[config.mk]
export PLATFORM = sky130hd
export DESIGN_NAME = amiga_video_mode_detect
export DESIGN_NICKNAME = d
export VERILOG_FILES = /design/src/rtl/amiga_video_mode_detect_pkg.sv /design/src/rtl/amiga_sync_edge.sv /design/src/rtl/amiga_video_mode_detect.sv
export SDC_FILE = /design/constraint.sdc
export NUM_CORES = 1
export LEC_CHECK = 0
export BUFFER_PORTS_ARGS = -buffer_cell sky130_fd_sc_hd__buf_2
export CAP_MARGIN = 20
export CORE_UTILIZATION = 40
export CTS_BUF_LIST = sky130_fd_sc_hd__clkbuf_8
export CTS_CLUSTER_SIZE = 20
export DETAILED_ROUTE_END_ITERATION = 7
export GPL_TIMING_DRIVEN = 0
export PLACE_DENSITY_LB_ADDON = 0.3
export SYNTH_ARGS = -nofsm -noshare
export SYNTH_HDL_FRONTEND = slang
export SYNTH_SLANG_ARGS = --single-unit
[constraint.sdc]
create_clock -name video_rgb_clock -period 6.6 [get_ports video_rgb_clock]
set_input_delay 1.98 -clock video_rgb_clock [delete_from_list [all_inputs] [get_ports video_rgb_clock]]
set_output_delay 1.98 -clock video_rgb_clock [all_outputs]
set_load 0.01 [all_outputs]
[src/rtl/amiga_video_mode_detect_pkg.sv]
// Shared encodings and helpers for the Amiga video mode detector.
// Resolution codes match what the downstream encoder expects on res[1:0].
package amiga_video_mode_detect_pkg;

  localparam logic [1:0] RES_LORES = 2'd0;
  localparam logic [1:0] RES_HIRES = 2'd1;
  localparam logic [1:0] RES_SHRES = 2'd2;

  typedef enum logic [1:0] {
    IDLE    = 2'd0,
    ACQUIRE = 2'd1,
    LOCKED  = 2'd2
  } mode_state_e;

  typedef struct packed {
    logic       lace;
    logic [1:0] res;
  } mode_cand_t;

  // Active pixel count per line -> resolution class.
  function automatic logic [1:0] classify_res(input int unsigned act,
                                              input int unsigned lores_max,
                                              input int unsigned hires_max);
    if (act <= lores_max) return RES_LORES;
    if (act <= hires_max) return RES_HIRES;
    return RES_SHRES;
  endfunction

endpackage

[src/rtl/amiga_sync_edge.sv]
// Single-register capture of a raw sync/blank input with rise/fall pulses
// decoded from the registered copy.
module amiga_sync_edge (
  input  logic video_rgb_clock,
  input  logic reset,
  input  logic d,
  output logic rise,
  output logic fall
);

  logic q;
  logic q_d;

  always_ff @(posedge video_rgb_clock) begin
    if (reset) begin
      q   <= 1'b0;
      q_d <= 1'b0;
    end else begin
      q   <= d;
      q_d <= q;
    end
  end

  assign rise = q & ~q_d;
  assign fall = ~q & q_d;

endmodule

[src/rtl/amiga_video_mode_detect.sv]
// Measures Amiga sync/blank timing and publishes field1/lace/res plus frame
// geometry, updated only at the vs falling edge.
//
// state   | meaning
// IDLE    | no vertical lock; waiting for the first vs falling edge
// ACQUIRE | frames seen, waiting for a stable classification
// LOCKED  | outputs valid; geometry refreshed every frame
module amiga_video_mode_detect #(
  parameter int CNT_W         = 12,
  parameter int LORES_MAX     = 400,
  parameter int HIRES_MAX     = 800,
  parameter int STABLE_FRAMES = 2,
  parameter int VS_TIMEOUT    = 1023
) (
  input  logic             video_rgb_clock,
  input  logic             reset,
  input  logic             ce_pix,
  input  logic             hs,
  input  logic             vs,
  input  logic             hblank,
  input  logic             vblank,
  output logic             field1,
  output logic             lace,
  output logic [1:0]       res,
  output logic [CNT_W-1:0] active_pixels,
  output logic [CNT_W-1:0] active_lines,
  output logic             mode_valid,
  output logic             mode_change
);

  import amiga_video_mode_detect_pkg::*;

  localparam int               STAB_W   = $clog2(STABLE_FRAMES + 1) + 1;
  localparam logic [STAB_W-1:0] STAB_REQ = STAB_W'(STABLE_FRAMES);
  localparam logic [CNT_W-1:0]  TO_LIMIT = CNT_W'(VS_TIMEOUT);
  localparam logic [CNT_W-1:0]  CNT_MAX  = '1;

  function automatic logic [CNT_W-1:0] sat_inc(input logic [CNT_W-1:0] v);
    return (v == CNT_MAX) ? v : v + 1'b1;
  endfunction

  logic hs_fall, vs_fall;
  logic hs_rise, vs_rise;
  logic edge_unused;

  amiga_sync_edge u_hs_edge (
    .video_rgb_clock (video_rgb_clock),
    .reset           (reset),
    .d               (hs),
    .rise            (hs_rise),
    .fall            (hs_fall)
  );

  amiga_sync_edge u_vs_edge (
    .video_rgb_clock (video_rgb_clock),
    .reset           (reset),
    .d               (vs),
    .rise            (vs_rise),
    .fall            (vs_fall)
  );

  assign edge_unused = hs_rise ^ vs_rise;

  // ce_pix is delayed with the blanks so the active window stays aligned.
  logic hblank_r, vblank_r, ce_r;

  logic [CNT_W-1:0]  line_pix, line_len, act_cnt, act_last, line_act_cnt, to_cnt;
  logic [CNT_W-1:0]  act_last_nxt, line_act_nxt, to_nxt, phase;
  logic              parity, prev_parity, lace_cand, timeout_hit, stab_ok;
  logic [1:0]        res_cand;
  mode_cand_t        cand_q, cand_nxt;
  logic [STAB_W-1:0] stab_cnt, stab_nxt;

  mode_state_e state_q, state_d;
  logic        load_all, load_frame, load_mode;

  always_comb begin
    act_last_nxt = act_last;
    line_act_nxt = line_act_cnt;
    if (hs_fall && (act_cnt != '0)) begin
      act_last_nxt = act_cnt;
      line_act_nxt = sat_inc(line_act_cnt);
    end

    phase  = hs_fall ? '0 : line_pix;
    parity = hs_fall ? 1'b0 : (phase >= (line_len >> 1));

    lace_cand = parity ^ prev_parity;
    res_cand  = (act_last_nxt != '0) ?
                classify_res(32'(act_last_nxt), LORES_MAX, HIRES_MAX) : cand_q.res;
    cand_nxt  = '{lace: lace_cand, res: res_cand};

    if (cand_nxt == cand_q)
      stab_nxt = (stab_cnt == '1) ? stab_cnt : stab_cnt + 1'b1;
    else
      stab_nxt = STAB_W'(1);
    stab_ok = (stab_nxt >= STAB_REQ);

    to_nxt      = sat_inc(to_cnt);
    timeout_hit = hs_fall & ~vs_fall & (to_nxt >= TO_LIMIT);
  end

  always_ff @(posedge video_rgb_clock) begin
    if (reset) begin
      hblank_r     <= 1'b0;
      vblank_r     <= 1'b0;
      ce_r         <= 1'b0;
      line_pix     <= '0;
      line_len     <= '0;
      act_cnt      <= '0;
      act_last     <= '0;
      line_act_cnt <= '0;
      to_cnt       <= '0;
      prev_parity  <= 1'b0;
      cand_q       <= '0;
      stab_cnt     <= '0;
    end else begin
      hblank_r <= hblank;
      vblank_r <= vblank;
      ce_r     <= ce_pix;

      if (hs_fall) begin
        line_pix <= CNT_W'(1);
        line_len <= line_pix;
        act_cnt  <= '0;
      end else begin
        line_pix <= sat_inc(line_pix);
        if (ce_r && !hblank_r && !vblank_r)
          act_cnt <= sat_inc(act_cnt);
      end

      act_last     <= act_last_nxt;
      line_act_cnt <= vs_fall ? '0 : line_act_nxt;

      if (vs_fall)
        to_cnt <= '0;
      else if (hs_fall)
        to_cnt <= to_nxt;

      if (vs_fall) begin
        prev_parity <= parity;
        cand_q      <= cand_nxt;
        stab_cnt    <= stab_nxt;
      end
    end
  end

  always_ff @(posedge video_rgb_clock) begin
    if (reset)
      state_q <= IDLE;
    else
      state_q <= state_d;
  end

  always_comb begin
    state_d    = state_q;
    load_all   = 1'b0;
    load_frame = 1'b0;
    load_mode  = 1'b0;
    case (state_q)
      IDLE: begin
        if (vs_fall)
          state_d = ACQUIRE;
      end
      ACQUIRE: begin
        if (vs_fall && stab_ok) begin
          state_d  = LOCKED;
          load_all = 1'b1;
        end
      end
      LOCKED: begin
        if (vs_fall) begin
          load_frame = 1'b1;
          if (stab_ok && (cand_nxt != {lace, res}))
            load_mode = 1'b1;
        end
      end
      default: state_d = IDLE;
    endcase
    // timeout_hit never coincides with vs_fall, so no load is pending here
    if (timeout_hit)
      state_d = IDLE;
  end

  always_ff @(posedge video_rgb_clock) begin
    if (reset) begin
      field1        <= 1'b0;
      lace          <= 1'b0;
      res           <= RES_LORES;
      active_pixels <= '0;
      active_lines  <= '0;
      mode_valid    <= 1'b0;
      mode_change   <= 1'b0;
    end else begin
      mode_change <= 1'b0;
      if (load_all || load_frame) begin
        field1        <= parity;
        active_pixels <= act_last_nxt;
        active_lines  <= line_act_nxt;
      end
      if (load_all || load_mode) begin
        lace        <= cand_nxt.lace;
        res         <= cand_nxt.res;
        mode_change <= 1'b1;
      end
      if (load_all)
        mode_valid <= 1'b1;
      else if (timeout_hit)
        mode_valid <= 1'b0;
    end
  end

endmodule

==> results of run 1 <==
power by group through the flow:
stage	sequential (uW)	clock, uW	combinational, uW
floorplan	733	0	58.1
global placement	734	0	77.3
detailed placement	734	0	79.2
CTS	718	708	79.7
global route	719	735	87.4
finish	719	691	79.2
synth_stat cells (all sizes together) (18+ instances only):
cell type	number
a21oi	45
clkbuf	23
dfxtp	117
inv	21
mux2	27
nand2	67
nand3	21
nor2	80
nor2b	40
nor3	18
o21ai	19
xnor2	18
xor2	19
worst max path at each step:
stage | start | end | slack [ps] | cells past startpoint
after floorplan | u_hs_edge.q | lace | 2540 | 15
after global placement | u_hs_edge.q | res[0] | 1710 | 15
after detailed placement | u_hs_edge.q | res[0] | 1680 | 15
after CTS | u_hs_edge.q | res[0] | 1620 | 15
after global routing | u_hs_edge.q | res[0] | 1360 | 15
final | u_hs_edge.q | res[0] | 1600 | 15
state kept, by name, summed over array words and instances, names as in the netlist, 2 cells and up:
signal and count:
act_cnt 12, act_last 12, active_lines 12, active_pixels 12, cand_q 3, line_act_cnt 12, line_len 11, line_pix 12
res 2, stab_cnt 3, state_q 2, to_cnt 12
cell families (layout without fill, tap and decap cells):
family / after synthesis / count (layout) / share of synthesized area
simple gates: 295 / 295 / 0.2611
flops: 117 / 117 / 0.4066
compound gates: 109 / 109 / 0.1345
buf+inv: 54 / 120 / 0.03757
xor+xnor: 38 / 38 / 0.06016
mux: 33 / 33 / 0.06321
fa+ha+maj: 17 / 17 / 0.03692
per-layer routing:
| layer | track usage | wire, um | vias to the layer above |
|---|---|---|---|
| met1 | 0.2266 | 6085 | 2283 |
| li1 | - | - | 2396 |
| met5 | 0 | 0 | - |
| met3 | 0.03511 | 406 | 22 |
| met2 | 0.3157 | 6199 | 92 |
| met4 | 0.1011 | 334 | 0 |
cells in the final DEF, fill, tap and decap left out, drive strengths merged, types with 17 or more instances in the layout:
cell	n
inv	22
mux2	27
xnor2	18
nor2b	40
nor3	18
dfxtp	117
nor2	80
buf	46
o21ai	19
xor2	19
nand3	21
clkbuf	44
ha	17
nand2	67
a21oi	45
area by class of cell:
type                            count  area share
Sequential cell                   117      0.3558
Clock inverter                      9     0.01939
Tap cell                          180     0.03421
Buffer                             33     0.02091
Inverter                           21     0.01197
Multi-Input combinational cell    492      0.4864
Clock buffer                       21     0.04391
Timing Repair Buffer               36     0.02737
metrics by stage:
step                hold WS [ps]  total power [uW]  area (sq um)  setup slack [ps]
global route               474.0              1542          6583              1356
detailed placement         440.1             813.6          6166              1677
finish                     446.5              1489          6583              1602
global placement           433.4             811.4          6166              1712
CTS                        448.9              1506          6583              1620
floorplan                  436.3             790.9          5761              2536
worst reg2reg max path: stages (launching register included):
cell	delay [ps]
dfxtp_1	360
nand2b_1	230
clkbuf_1	450
clkbuf_1	410
clkbuf_1	400
and2_1	200
ha_1	230
a21o_1	180
a221o_1	320
a211oi_1	330
o22ai_1	170
xnor2_1	420
xnor2_1	240
a2111oi_4	80
a2111oi_4	500
mux2_1	370
==> key figures, run 1 <==
Cells and area
  • Fraction of layout cells with a size suffix above 1: 0.1276
  • Final core occ: 0.4706
  • Area occupied by multi-input gates: 3202 sq um
  • Fin nets: 742
  • Register area: 2342 sq um
  • Ant diodes: 0
  • Final std cells w/o fill: 909
  • Fillers: 1379
  • Layout Area Growth over Synthesis: 14.27%

Drt
  • Total Wirelength: 13030 um
  • Post-DRT Antenna Nets: 0
  • Drt wl/cell: 14.33 um
  • Drt initial violations: 228
  • DRC viols: 0
  • Via count: 4793
  • 1st-pass router iterations: 5
  • Routed vias/inst: 5.273

Min path
  • Hold EP: mode_valid
  • Min-Delay Path Class: reg2reg
  • Worst hold stages: 2
  • HP Start: mode_valid

Pwr
  • Pint: 1148 uW
  • Static Leakage: 0.002543 uW
  • Reg power frac: 0.483
  • Maximum vdd drop: 0.0001272 V
  • PwrDens: 226.2 nW/um^2
  • Clk network pwr share: 0.464
  • NetSw: 341.0 uW
  • Comb power frac: 0.053
  • Switching share of total power: 0.2290

Global route
  • Vias in the first global route: 4685
  • Grt ovf: 0
  • First-pass GRT wire length: 21850 um
  • Largest net degree at the start of global routing: 17
  • Gr usage total: 0.1881
  • Initial antenna violation count: 0

STA
  • Fin. Hold Viols: 0
  • Least-Margin Pin Slew: 741.5 ps
  • Max-slew headroom: 0.4991
  • RSZ-0062 raised after global routing: false
  • Setup tns final: 0 ps
  • Setup Viol. Count Final: 0
  • Final min period: 4998 ps
  • Period utilisation layout: 0.7573
  • Worst Skew: 17.49 ps
  • Fmax: 200.1 MHz
  • Slew Limit Fails: 0

Clock tree
  • Total CTS buffers: 17
  • Worst skew pair latency: 440 ps
  • Clock sink count: 117
  • Longest Clk Path Bufs: 2
  • Clock Pin Slew Worst Setup and Hold Paths: 70 ps
  • Setup bufs post-CTS: 0
  • CTS resizes: 0
  • Hold Buf Count CTS: 0
  • Root Driver: clkbuf_8
  • H-tree levels: 4
  • CTS tree: done

Critical path
  • FF-to-FF Start: u_hs_edge.q
  • WP data required: 6930 ps
  • Critical path type: reg2reg
  • Worst-path fanout max: 10
  • Worst EP arrival: 5330 ps
  • R2r endpoint: res[0]
  • R2R cell count: 15
  • Critical Path Max Stage Delay: 500 ps
  • CP Capture Type: flop
  • Bufs and invs on worst path: 3
  • Worst path cell trace: nand2b_1 > clkbuf_1 > clkbuf_1 > clkbuf_1 > and2_1 > ha_1 > a21o_1 > a221o_1 > a211oi_1 > o22ai_1 > xnor2_1 > xnor2_1 > a2111oi_4 > a2111oi_4 > mux2_1
  • Most used cell, CP: clkbuf_1
  • Slowest cell on the critical path: a2111oi_4
  • R2r setup slk: 1600 ps
  • Startpoint Class: flop
  • Largest delay share family, worst path: compound AO/OA/AOI/OAI gates

Synth
  • Seq/Total Area, Yosys: 0.4066
  • Distinct cell type count after synthesis: 64
  • Yosys top cell area share: 0.4066
  • Top cells by area, synth: dfxtp_1 41%, nor2_1 5.2%, nand2_1 4.4%
  • Avg Inst Size Synth: 8.689 sq um
  • Yosys reg bits: 117
  • Post-synth ARST share: 0
  • Most common flop cell mapped by yosys: dfxtp_1
  • Mapped Nets: 687
  • Gate Count Post-Synth: 663
  • Mapped Area: 5761 sq um
  • Syn. warnings: 0
  • Area leader, netlist: dfxtp_1
  • Post-synth EDFFs: 0

Place
  • Placed cell count: 879
  • HPWL after DPL: 9501 um
  • Gpl congestion: 0.9186
  • PortBufs: 36

Floorplanning
  • Std-Cell Rows: 43
  • DIE WIDTH: 122.0 um
  • Initial Util: 0.4118
  • Num ports: 37
  • Chip Height: 122.0 um
  • Die area: 14890 sq um
  • Core area: 13990 sq um

Outcome
  • Status: completed

Job
  • Max cap viols: 0
Note: power is estimated with default switching activity, not from simulation.
==> inputs of run 2 (changes only) <==
- clock period: 6.6 -> 4.2 ns (I/O delays scaled with it)
==> key figures, run 2 (synthesized netlist as in run 1, its figures left out) <==
STA
  • Fin worst setup slack: 257.6 ps (was 1602 ps)
  • Fin. Hold Viols: 0 (unchanged)
  • Least-Margin Pin Slew: 781.3 ps (was 741.5 ps)
  • Period utilisation layout: 0.9387 (was 0.7573)
  • Final min period: 3942 ps (was 4998 ps)
  • Worst Skew: 14.89 ps (was 17.49 ps)
  • Setup Viol. Count Final: 0 (unchanged)
  • Setup tns final: 0 ps (unchanged)
  • Max-slew headroom: 0.4747 (was 0.4991)
  • Hold WS: 446.8 ps (was 446.5 ps)
  • Slew Limit Fails: 0 (unchanged)
  • Fmax: 253.7 MHz (was 200.1 MHz)
  • RSZ-0062 raised after global routing: false (unchanged)

Critical path
  • CP Capture Type: flop (unchanged)
  • Worst EP arrival: 4270 ps (was 5330 ps)
  • FF-to-FF Start: u_hs_edge.q (unchanged)
  • Startpoint Class: flop (unchanged)
  • Critical path type: reg2reg (unchanged)
  • WP data required: 4530 ps (was 6930 ps)
  • Critical path startpoint: u_hs_edge.q (unchanged)
  • Worst-path fanout max: 19 (was 10)

Job
  • Max cap viols: 0 (unchanged)

Global route
  • Grt ovf: 0 (unchanged)
  • Global routing met2 resource utilization: 0.3203 (was 0.3157)
  • Met3 usage: 0.03511 (unchanged)
  • Largest net degree at the start of global routing: 17 (unchanged)
  • Vias in the first global route: 4721 (was 4685)
  • Gr usage total: 0.1895 (was 0.1881)
  • Met1 usage: 0.2278 (was 0.2266)
  • First-pass GRT wire length: 22040 um (was 21850 um)
  • Initial antenna violation count: 0 (unchanged)
  • Gr busiest metal: met2 (unchanged)

Floorplanning
  • Core area: 13990 sq um (unchanged)
  • Die area: 14890 sq um (unchanged)
  • Initial Util: 0.4118 (unchanged)
  • DIE WIDTH: 122.0 um (unchanged)
  • Std-Cell Rows: 43 (unchanged)
  • Chip Height: 122.0 um (unchanged)
  • Num ports: 37 (unchanged)

Cells and area
  • Most common cell after layout, fill and taps aside: dfxtp_1 (unchanged)
  • Fillers: 1376 (was 1379)
  • Fraction of layout cells with a size suffix above 1: 0.1448 (was 0.1276)
  • Commonest non-fill, non-tap cells in the layout: 117 x dfxtp_1, 80 x nor2_1, 67 x nand2_1 (unchanged)
  • Ant diodes: 0 (unchanged)
  • Fin nets: 745 (was 742)
  • Final core occ: 0.4782 (was 0.4706)
  • Layout Area Growth over Synthesis: 16.12% (was 14.27%)

Clock tree
  • Longest Clk Path Bufs: 2 (unchanged)
  • Hold Buf Count CTS: 0 (unchanged)
  • CTS tree: done (unchanged)
  • Clock sink count: 117 (unchanged)
  • H-tree levels: 4 (unchanged)
  • Worst skew pair latency: 440 ps (about the same)
  • Root Driver: clkbuf_8 (unchanged)
  • Total CTS buffers: 17 (unchanged)
  • Clock Pin Slew Worst Setup and Hold Paths: 70 ps (about the same)

Drt
  • Drt initial violations: 239 (was 228)
  • Via count: 4780 (was 4793)
  • Post-DRT Antenna Nets: 0 (unchanged)
  • 1st-pass router iterations: 4 (was 5)
  • DRC viols: 0 (unchanged)
  • Drt wl/cell: 14.34 um (was 14.33 um)
  • Total Wirelength: 13080 um (was 13030 um)
  • Routed vias/inst: 5.241 (was 5.273)

Pwr
  • Static Leakage: 0.002587 uW (was 0.002543 uW)
  • PwrDens: 352.9 nW/um^2 (was 226.2 nW/um^2)
  • Maximum vdd drop: 0.0001999 V (was 0.0001272 V)
  • Total Power: 2361 uW (was 1489 uW)

Place
  • Gpl congestion: 0.9186 (unchanged)
  • PortBufs: 36 (unchanged)
  • Post-Place Setup Slack: -722.6 ps (was 1677 ps)
  • HPWL after DPL: 9501 um (unchanged)

Min path
  • HP Start: mode_valid (unchanged)
  • Min-Delay Path Class: reg2reg (unchanged)

Outcome
  • Status: completed (unchanged)
## run 2: critical path, cell delays in order (launching register included)
cell and delay [ps]:
dfxtp_1 340, nand2b_4 170, clkbuf_8 200, buf_4 180, and2_1 170, ha_1 300
a21o_1 160, a221o_1 350, a211oi_2 290, o22ai_2 150, xnor3_2 270, o221ai_4 130
or2_4 300, a2111oi_4 310, buf_4 190, mux2_1 320
## run 2: metal layers
| layer | vias up | wire length, um |
|---|---|---|
| met5 | - | 0 |
| met4 | 0 | 337 |
| met3 | 23 | 340 |
| met2 | 79 | 6224 |
| met1 | 2277 | 6177 |
| li1 | 2401 | - |
## run 2: worst paths after layout
check | endpoint | slack, ps | cells after the start
hold / removal | mode_valid | 450 | 2
setup reg to reg | res[0] | 260 | 15
hold reg to reg | mode_valid | 450 | 2
setup / recovery | res[0] | 260 | 15
## run 2: cell type report
cell class / count / area, sq um / area share
tap: 180 / 225.2 / 0.03367
inverter: 21 / 78.83 / 0.01178
multi-input combinational: 492 / 3264 / 0.4880
clock inverter: 9 / 127.6 / 0.01908
buffer: 32 / 151.4 / 0.02263
sequential: 117 / 2342 / 0.3502
timing repair buffer: 40 / 210.2 / 0.03143
clock buffer: 21 / 289.0 / 0.04321
## run 2: timing repair
action                                  CTS  global route
cloned                                    0             0
pin swaps                                 2             2
endpoints found under the setup margin   35            23
gates resized for setup                  15             8
setup buffers                             2             2
## run 2: through the flow
step,instance area (sq um),cells
after floorplan,5761,663
after global placement,6166,879
after detailed placement,6166,879
after CTS,6653,911
after global routing,6689,912
final,6689,912
## run 2: power by group
| part | internal, uW | switching (uW) | total, uW |
|---|---|---|---|
| combinational | 56.5 | 84.0 | 141 |
| sequential | 1120 | 10.5 | 1130 |
| clock | 640 | 451 | 1090 |
==> inputs of run 3 (changes only) <==
- ABC_AREA: default -> 1
==> key figures, run 3 <==
Outcome
  • Status: complete, but fails checks (was completed)
  • Violated checks: DRC

Critical path
  • WP data required: 4550 ps (was 4530 ps)
  • R2r setup slk: 540 ps (was 260 ps)
  • R2R cell count: 23 (was 15)
  • Worst EP arrival: 4010 ps (was 4270 ps)
  • Critical path startpoint: u_hs_edge.q_d (was u_hs_edge.q)
  • Worst-path fanout max: 19 (unchanged)
  • FF-to-FF Start: u_hs_edge.q_d (was u_hs_edge.q)
  • R2r endpoint: active_lines[9] (was res[0])
  • Startpoint Class: flop (unchanged)
  • CP Capture Type: flop (unchanged)
  • Critical path type: reg2reg (unchanged)

Global route
  • Gr usage total: 0.1858 (was 0.1895)
  • Largest net degree at the start of global routing: 17 (unchanged)
  • Initial antenna violation count: 0 (unchanged)
  • First-pass GRT wire length: 21980 um (was 22040 um)
  • Grt ovf: 0 (unchanged)
  • Vias in the first global route: 4885 (was 4721)

Min path
  • Hold EP: u_vs_edge.q_d (was mode_valid)
  • HP Start: u_vs_edge.q (was mode_valid)
  • Min-Delay Path Class: reg2reg (unchanged)
  • Worst hold stages: 2 (unchanged)

Floorplanning
  • Initial Util: 0.4081 (was 0.4118)
  • DIE WIDTH: 123.5 um (was 122.0 um)
  • Chip Height: 123.5 um (was 122.0 um)
  • Die area: 15260 sq um (was 14890 sq um)
  • Core area: 14480 sq um (was 13990 sq um)
  • Num ports: 37 (unchanged)
  • Std-Cell Rows: 44 (was 43)

STA
  • Hold WS: 425.9 ps (was 446.8 ps)
  • Setup Viol. Count Final: 0 (unchanged)
  • RSZ-0062 raised after global routing: false (unchanged)
  • Fmax: 273.5 MHz (was 253.7 MHz)
  • Worst Skew: 12.10 ps (was 14.89 ps)
  • Fin. Hold Viols: 0 (unchanged)
  • Max-slew headroom: 0.5347 (was 0.4747)
  • Least-Margin Pin Slew: 697.9 ps (was 781.3 ps)
  • Final min period: 3656 ps (was 3942 ps)
  • Slew Limit Fails: 0 (unchanged)
  • Period utilisation layout: 0.8705 (was 0.9387)

Clock tree
  • Hold Buf Count CTS: 0 (unchanged)
  • Clock Pin Slew Worst Setup and Hold Paths: 70 ps (about the same)
  • Setup bufs post-CTS: 0 (was 2)
  • Worst skew pair latency: 450 ps (was 440 ps)
  • Longest Clk Path Bufs: 2 (unchanged)
  • Root Driver: clkbuf_8 (unchanged)
  • CTS tree: done (unchanged)
  • Total CTS buffers: 17 (unchanged)
  • Clock sink count: 117 (unchanged)
  • H-tree levels: 4 (unchanged)

Cells and area
  • Ant diodes: 0 (unchanged)
  • Layout Area Growth over Synthesis: 14.33% (was 16.12%)
  • Fin nets: 937 (was 745)
  • Most common cell after layout, fill and taps aside: nand2_1 (was dfxtp_1)
  • Final std cells w/o fill: 1108 (was 912)
  • Commonest non-fill, non-tap cells in the layout: 190 x nand2_1, 143 x nor2_1, 117 x inv_1, 117 x dfxtp_1, 54 x nand3_1 (was 117 x dfxtp_1, 80 x nor2_1, 67 x nand2_1)
  • Fillers: 1487 (was 1376)
  • Fraction of layout cells with a size suffix above 1: 0.1126 (was 0.1448)

Synth
  • Area fraction in compound gates after synthesis: 0.1021 (was 0.1344)
  • Avg Inst Size Synth: 6.871 sq um (was 8.689 sq um)
  • Post-synth EDFFs: 0 (unchanged)
  • Mapped Area: 5909 sq um (was 5761 sq um)
  • Top cells by count, synth: 190 x nand2_1, 143 x nor2_1, 117 x dfxtp_1, 116 x inv_1, 54 x nand3_1 (was 117 x dfxtp_1, 80 x nor2_1, 67 x nand2_1, 44 x a21oi_1, 40 x nor2b_1)
  • Mux share of post-synthesis cell area: 0.003599 (was 0.06321)
  • Simple-gate share of the synthesized area: 0.3225 (was 0.2611)
  • Seq/Total Area, Yosys: 0.3964 (was 0.4066)
  • Yosys top cell area share: 0.3964 (was 0.4066)
  • Post-synth ARST share: 0 (unchanged)
  • Most frequent cell after synthesis: nand2_1 (was dfxtp_1)
  • Synth Area in Adders: 0.03599 (was 0.03692)
  • Mapped Nets: 884 (was 687)
  • Top cells by area, synth: dfxtp_1 40%, nand2_1 12%, nor2_1 9.1% (was dfxtp_1 41%, nor2_1 5.2%, nand2_1 4.4%)
  • Largest family of logic cells by synthesized area: simple AND/OR/NAND/NOR gates (unchanged)
  • Most common flop cell mapped by yosys: dfxtp_1 (unchanged)
  • Area leader, netlist: dfxtp_1 (unchanged)
  • Post-Synth XOR/XNOR Area: 0.03112 (was 0.06017)
  • Distinct cell type count after synthesis: 37 (was 64)
  • Gate Count Post-Synth: 860 (was 663)
  • Syn. warnings: 0 (unchanged)
  • Yosys reg bits: 117 (unchanged)

Drt
  • 1st-pass router iterations: 7 (was 4)
  • Routed vias/inst: 4.745 (was 5.241)
  • DRC viols: 1 (was 0)
  • Post-DRT Antenna Nets: 0 (unchanged)
  • Drt initial violations: 239 (unchanged)
  • Drt wl/cell: 11.66 um (was 14.34 um)
  • Via count: 5258 (was 4780)
  • Total Wirelength: 12910 um (was 13080 um)

Pwr
  • Maximum vdd drop: 0.0002431 V (was 0.0001999 V)
  • Static Leakage: 0.003065 uW (was 0.002587 uW)
  • Clk network pwr share: 0.463 (was 0.462)
  • Reg power frac: 0.455 (was 0.479)
  • PwrDens: 373.4 nW/um^2 (was 352.9 nW/um^2)
  • Comb power frac: 0.083 (was 0.060)
  • NetSw: 613.9 uW (was 545.1 uW)
  • Pint: 1909 uW (was 1816 uW)
  • Switching share of total power: 0.2434 (was 0.2309)

Place
  • HPWL after DPL: 9496 um (was 9501 um)
  • Placed cell count: 1079 (was 879)
  • Gpl congestion: 0.8344 (was 0.9186)
  • PortBufs: 35 (was 36)

Job
  • Max cap viols: 0 (unchanged)
-- run 3: cell types whose count changed in the layout (fill, tap and decap cells not counted), sizes merged, moves of 11 or more --
cell,delta
and2,-12
clkbuf,-11
inv,+98
mux2,-26
nand2,+131
nand2b,-14
nand3,+39
nor2,+71
nor2b,-40
o21ai,+30
xnor2,-11
-- run 3: through the flow --
stage | total power (uW) | setup TNS [ps] | instance area, sq um | util | worst slack (ps)
floorplan | 1330 | 0 | 5909 | - | 838.9
global placement | 1377 | 0 | 6315 | 0.4361 | 33.25
detailed placement | 1380 | -4.965 | 6315 | 0.4361 | -2.985
CTS | 2547 | 0 | 6750 | 0.4662 | 107.4
global route | 2621 | 0 | 6756 | 0.4666 | 75.21
finish | 2523 | 0 | 6756 | 0.4666 | 543.8
-- run 3: metal layers --
metal / global-route usage / part of all wire
met1: 0.2254 / 0.49
met5: 0 / 0
met4: 0.07455 / 0.015
met2: 0.3142 / 0.46
met3: 0.04474 / 0.031
-- run 3: critical path, cell delays in order, from the launching register on --
cell and delay (ps):
dfxtp_1 310, inv_1 30, nor2_1 180, clkbuf_4 250, buf_2 240, clkbuf_4 300
nor2_1 70, ha_1 270, inv_1 50, a211oi_2 260, a21oi_1 120, nand3_1 130
nand2_1 130, nand2_1 120, nand2_1 110, nand2_1 80, nand2_1 100, nor2_4 170
nand3_4 150, nand2_8 140, buf_6 150, nand2_1 50, nand2_1 70, nor2_1 50
-- run 3: cell type report --
cell class	count	area [sq um]	area share
buffer	26	185.2	0.02741
tap	184	230.2	0.03407
sequential	117	2342	0.3467
clock buffer	18	247.7	0.03667
inverter	122	457.9	0.06778
timing repair buffer	35	175.2	0.02593
multi-input combinational	594	2932	0.4339
clock inverter	12	186.4	0.02759
-- run 3: worst max path at each step --
stage / cells past startpoint / slack (ps) / end
detailed placement: 23 / -3 / active_lines[9]
global route: 23 / 80 / active_lines[9]
floorplan: 24 / 840 / active_lines[9]
finish: 23 / 540 / active_lines[9]
CTS: 22 / 110 / res[0]
global placement: 23 / 30 / active_pixels[10]
-- run 3: logic make-up after synthesis --
| group | after synthesis |
|---|---|
| simple gates | 441 |
| compound gates | 113 |
| buf+inv | 149 |
| xor+xnor | 21 |
| fa+ha+maj | 17 |
| flops | 117 |
| mux | 2 |
-- run 3: power by group through the flow --
stage / combinational (uW) / sequential, uW / clock [uW]
finish: 209 / 1150 / 1170
global route: 242 / 1150 / 1230
CTS: 209 / 1150 / 1190
detailed placement: 208 / 1170 / 0
global placement: 206 / 1170 / 0
floorplan: 161 / 1170 / 0
-- run 3: timing repair --
item                       4_1_cts  5_1_grt
setup endpoints to repair       14       32
gates resized for setup          1        6
pin swaps                        0        0
